File: src/rtl/ctrl_trace_encoder.sv
// Re-encodes the decode-stage control bundle into its MIPS opcode/funct pair,
// tags each entry with a sequence number and buffers it in a small drop-on-overflow FIFO.
module ctrl_trace_encoder #(
    parameter int DEPTH      = 4,
    parameter int SEQ_W      = 8,
    parameter int FILTER_NOP = 1
) (
    input  logic                     clk,
    input  logic                     rst_n,
    input  logic                     in_valid,
    input  logic                     reg_write,
    input  logic                     mem_to_reg,
    input  logic                     mem_write,
    input  logic                     alu_src,
    input  logic                     reg_dst,
    input  logic [3:0]               alu_control,
    output logic                     out_valid,
    input  logic                     out_ready,
    output logic [5:0]               out_op,
    output logic [5:0]               out_funct,
    output logic                     out_err,
    output logic [SEQ_W-1:0]         out_seq,
    output logic [$clog2(DEPTH):0]   level,
    output logic                     overflow,
    output logic [7:0]               drop_cnt
);

    localparam int AW = $clog2(DEPTH);
    localparam int EW = 13 + SEQ_W;

    function automatic logic [7:0] sat_inc(input logic [7:0] v);
        return (v == 8'hFF) ? v : v + 8'd1;
    endfunction

    logic [5:0]    enc_op;
    logic [5:0]    enc_funct;
    logic          enc_err;
    logic          all_zero;
    logic          push_try;
    logic          pop;
    logic          full;
    logic          accept;
    logic          drop;
    logic [AW-1:0] wr_ptr;
    logic [AW-1:0] rd_ptr;
    logic [SEQ_W-1:0] seq_cnt;
    logic [EW-1:0] mem [DEPTH];
    logic [EW-1:0] head;

    assign all_zero = ~|{reg_write, mem_to_reg, mem_write, alu_src, reg_dst, alu_control};

    // Inverse of the control-unit decode; unmatched bundles fall through to the error code.
    always_comb begin
        enc_op    = 6'h3F;
        enc_funct = 6'h3F;
        enc_err   = 1'b1;
        if (mem_write) begin
            enc_op = 6'h2B; enc_funct = 6'h00; enc_err = 1'b0;
        end else if (reg_write && mem_to_reg) begin
            enc_op = 6'h23; enc_funct = 6'h00; enc_err = 1'b0;
        end else if (reg_write && !alu_src && reg_dst) begin
            enc_err = 1'b0;
            enc_op  = 6'h00;
            case (alu_control)
                4'h1:    enc_funct = 6'h20;
                4'h7:    enc_funct = 6'h21;
                4'h2:    enc_funct = 6'h22;
                4'h8:    enc_funct = 6'h23;
                4'h3:    enc_funct = 6'h24;
                4'h4:    enc_funct = 6'h25;
                4'h5:    enc_funct = 6'h26;
                4'h6:    enc_funct = 6'h27;
                4'h9:    enc_funct = 6'h04;
                4'hA:    enc_funct = 6'h07;
                4'hB:    enc_funct = 6'h06;
                4'hC:    enc_funct = 6'h2A;
                4'hD:    enc_funct = 6'h2B;
                default: begin enc_op = 6'h3F; enc_funct = 6'h3F; enc_err = 1'b1; end
            endcase
        end else if (reg_write && alu_src && !reg_dst) begin
            enc_err   = 1'b0;
            enc_funct = 6'h00;
            case (alu_control)
                4'h1:    enc_op = 6'h08;
                4'h7:    enc_op = 6'h09;
                4'hC:    enc_op = 6'h0A;
                4'hD:    enc_op = 6'h0B;
                4'h3:    enc_op = 6'h0C;
                4'h4:    enc_op = 6'h0D;
                4'h5:    enc_op = 6'h0E;
                4'hE:    enc_op = 6'h0F;
                default: begin enc_op = 6'h3F; enc_funct = 6'h3F; enc_err = 1'b1; end
            endcase
        end else if (all_zero) begin
            enc_op = 6'h00; enc_funct = 6'h00; enc_err = 1'b0;
        end
    end

    assign push_try  = in_valid && !((FILTER_NOP != 0) && all_zero);
    assign out_valid = (level != '0);
    assign full      = (level == (AW+1)'(DEPTH));
    assign pop       = out_valid && out_ready;
    assign accept    = push_try && (!full || pop);
    assign drop      = push_try && full && !pop;

    // Control state: pointers, occupancy, sequence tag and drop bookkeeping.
    always_ff @(posedge clk) begin
        if (!rst_n) begin
            wr_ptr   <= '0;
            rd_ptr   <= '0;
            level    <= '0;
            seq_cnt  <= '0;
            overflow <= 1'b0;
            drop_cnt <= 8'd0;
        end else begin
            if (accept) wr_ptr <= wr_ptr + AW'(1);
            if (pop)    rd_ptr <= rd_ptr + AW'(1);
            if (accept && !pop)      level <= level + (AW+1)'(1);
            else if (!accept && pop) level <= level - (AW+1)'(1);
            if (push_try) seq_cnt <= seq_cnt + SEQ_W'(1);
            if (drop) begin
                overflow <= 1'b1;
                drop_cnt <= sat_inc(drop_cnt);
            end
        end
    end

    // Entry storage carries data only, so it is left unreset.
    always_ff @(posedge clk) begin
        if (accept) mem[wr_ptr] <= {enc_op, enc_funct, enc_err, seq_cnt};
    end

    assign head      = mem[rd_ptr];
    assign out_op    = out_valid ? head[EW-1 -: 6] : 6'h00;
    assign out_funct = out_valid ? head[EW-7 -: 6] : 6'h00;
    assign out_err   = out_valid ? head[SEQ_W]     : 1'b0;
    assign out_seq   = out_valid ? head[SEQ_W-1:0] : '0;

endmodule
File: config.mk
export PLATFORM = sky130hd
export DESIGN_NAME = ctrl_trace_encoder
export DESIGN_NICKNAME = d
export VERILOG_FILES = /design/src/rtl/ctrl_trace_encoder.sv
export SDC_FILE = /design/constraint.sdc
export NUM_CORES = 1
export LEC_CHECK = 0
export CORE_MARGIN = 1
export CORE_UTILIZATION = 60
export CTS_CLUSTER_DIAMETER = 150
export DETAILED_ROUTE_END_ITERATION = 6
export HOLD_SLACK_MARGIN = 0.05
export PLACE_DENSITY = 0.83
export SLEW_MARGIN = 10
export SYNTH_ARGS = -nofsm -noshare
export SYNTH_HDL_FRONTEND = slang
export SYNTH_SLANG_ARGS = --single-unit
File: constraint.sdc
create_clock -name clk -period 5.29 [get_ports clk]
set_input_delay 0.529 -clock clk [delete_from_list [all_inputs] [get_ports clk]]
set_output_delay 0.529 -clock clk [all_outputs]
set_load 0.005 [all_outputs]
==> out/metrics.cfg <==
[outcome]
outcome = complete, no violations

[place]
place_ws_ns = 1.81
dpl_cell_area_um2 = 5360
routabilityCongestion = 0.790
port_buffers = 46
dpl.hpwl_um = 5520

[sta]
fin_skew_ns = 0.00748
final_hold_viol_count = 0
finalMaxSlewViolations = 0
fmax_mhz = 320
fin_ws_ns = 2.17
finalSetupTns_ns = 0
worst_slew_pin_slew_ns = 1.14
period_needed_ns = 3.12
rsz0062_at_grt = false
timing.final.crit_share = 0.590
setup_violations = 0
maxSlewHeadroom = 0.237

[global_route]
grt_use_met1 = 0.290
use_met2 = 0.352
grt_use_met3 = 0.0340
grt_busiest_layer = met2
grt-ovfl-total = 0
grt_pass1_vias = 2922
grt_antenna_before_repair = 0
grt_usage = 0.220
grt_pass1_wl_um = 13900
grt_max_degree = 26

[critical_path]
cp-start-kind = input pin
critical_path_required_ns = 5.57
crit_buf_inv = 3
worst-path-max-fanout = 25
regToRegSetupSlack_ns = 2.64
cpLargestDelayFamily = buffers and inverters
critPathArrivalTime_ns = 3.41
slowest_stage = clkdlybuf4s50_1
end_kind = register
path_class = in -> reg
slowest_delay_ns = 0.65
crit_path_cell_trace = clkdlybuf4s50_1, or4_4, o31ai_4, buf_4, nor2_1, ha_1, inv_1, fa_1, xor2_1, or3_1, a21oi_1

[yosys]
yosys.area_share.adder = 0.0222
yosysUniqueCellTypes = 53
yosys.area.top_type = edfxtp_1
synth-async-reset-ratio = 0
yosys-top-cells-area = edfxtp_1 52%, dfxtp_1 11%, mux4_2 9.8%
ys_seq_area_frac = 0.629
synth_fp_nets = 356
syn_area_per_cell_um2 = 14.4
synth-xor-area-share = 0.0145
synth.cell_area_um2 = 4840
netlist.area_leader.share = 0.521
yosys.area_share.simple = 0.129
synth_cells = 335
synth_seq_cells = 110
synthMuxAreaShare = 0.104
synth-compound-area-share = 0.0776
synth_edf_count = 84
yosysWarnings = 0
yosys_most_used_dff = edfxtp_1
synth.most_common_cell = edfxtp_1
netlist_top_cells_count = 84 x edfxtp_1, 26 x dfxtp_1, 23 x and2_1, 21 x mux4_2, 18 x a21oi_1
synth_top_family_by_area = simple AND/OR/NAND/NOR gates

[cts]
cts_tree = yes
clk_pin_slew_ns = 0.10
postCtsHoldBufs = 0
ctsRootBufferMaster = clkbuf_8
cts_buffer_depth = 2
numCtsBuffers = 9
clk_latency_ns = 0.36
post_cts_buffers = 0
cts_resized = 0
htreeDepth = 3
cts_sinks = 110

[drt]
routed_wl_um = 8620
wire_per_inst_um = 17.8
antenna_left = 0
first_iter_violations = 258
routed_via_density = 6.18
drtPass1Iterations = 4
drc = 0
via_count = 2992

[floorplan]
rows = 32
io_pins = 47
die_h_um = 91.8
start_util = 0.623
dieArea_um2 = 8430
core_area_um2 = 7770
fp.dieW_um = 91.8

[final_layout]
n_antenna_cell = 0
syn_to_final_growth_pct = 15.1
nets = 398
final_layout_size_suffix_gt1_frac = 0.128
final_core_util = 0.716
fin_area_um2 = 5570

[pwr]
leakagePower_nw = 1.80
peakVddDrop_mv = 0.313
p_per_area_nw_per_um2 = 404

[job]
cap_violations = 0

[worst_hold_path]
hold_path_class = reg -> reg

cells in the final DEF, fill, tap and decap left out, types with 3 or more instances in the layout:
master           netlist  final
and2_1                23     23
nor2b_1                3      3
a21oi_1               18     18
clkbuf_8               0      9
ha_1                   7      7
o21ai_1               10     10
buf_4                  0      3
o31ai_1                6      6
nor3_1                 7      7
nand3_1                8      8
dfxtp_1               26     26
o21ai_0                4      4
or4_1                  6      6
xor2_1                 5      5
mux4_2                21     21
or3_1                 10     10
xnor2_1                3      3
inv_1                  7      7
and3_1                 5      5
nor2_1                13     13
clkdlybuf4s50_1        0     46
nand2_1                9      9
edfxtp_1              84     84
nand4_1                4      4
mux2i_1                3      3
final timing paths:
path,from,end,depth (start not counted)
hold reg to reg,overflow,overflow,1
setup / recovery,alu_control[2],level[2],11
setup reg to reg,level[0],level[2],8
hold / removal,overflow,overflow,1
power by group:
group / switching (mW) / internal, mW
Sequential: 0.0522 / 1.00
Combinational: 0.276 / 0.411
Clock: 0.279 / 0.228
Total: 0.607 / 1.64
worst reg2reg max path, cell delays in order, from the launching register on:
cell and delay [ns]:
dfxtp_1 0.40, or3_1 0.68, nand2_1 0.25, ha_1 0.22
inv_1 0.06, fa_1 0.37, xor2_1 0.15, or3_1 0.31
a21oi_1 0.14
state kept, by name, indices dropped and copies added, names as in the netlist, named ones only:
register,count
overflow,1
seq_cnt,8
mem,84
wr_ptr,2
level,3
drop_cnt,8
rd_ptr,2
area by class of cell:
class | count | area [um^2]
well taps | 102 | 128
inverters | 7 | 26.3
flip-flops and latches | 110 | 3040
fillers | 519 | 2200
multi-input cells | 200 | 1680
repair buffers | 49 | 483
clock inverters | 6 | 77.6
clock buffers | 10 | 128
logic make-up (layout without fill, tap and decap cells):
logic type / Yosys count / count (layout)
AO/OA/AOI/OAI: 57 / 57
XOR/XNOR: 8 / 8
adder cells (fa/ha/maj): 8 / 8
buffers and inverters: 25 / 72
flip-flops: 110 / 110
multiplexers: 24 / 24
AND/OR/NAND/NOR: 103 / 103
through the flow:
step	hold slack (ns)	total power [mW]	std cells
6_report	0.484	2.25	484
5_1_grt	0.516	2.37	484
4_1_cts	0.496	2.27	484
3_5_place_dp	0.467	1.77	468
2_1_floorplan	0.464	1.45	335
3_3_place_gp	0.451	1.75	468
per-layer routing:
metal / routed length [um] / up-vias
li1: - / 1389
met1: 3780 / 1486
met2: 4260 / 98
met3: 407 / 19
met4: 169 / 0
met5: 0 / -
Note: power is estimated with default switching activity, not from simulation.
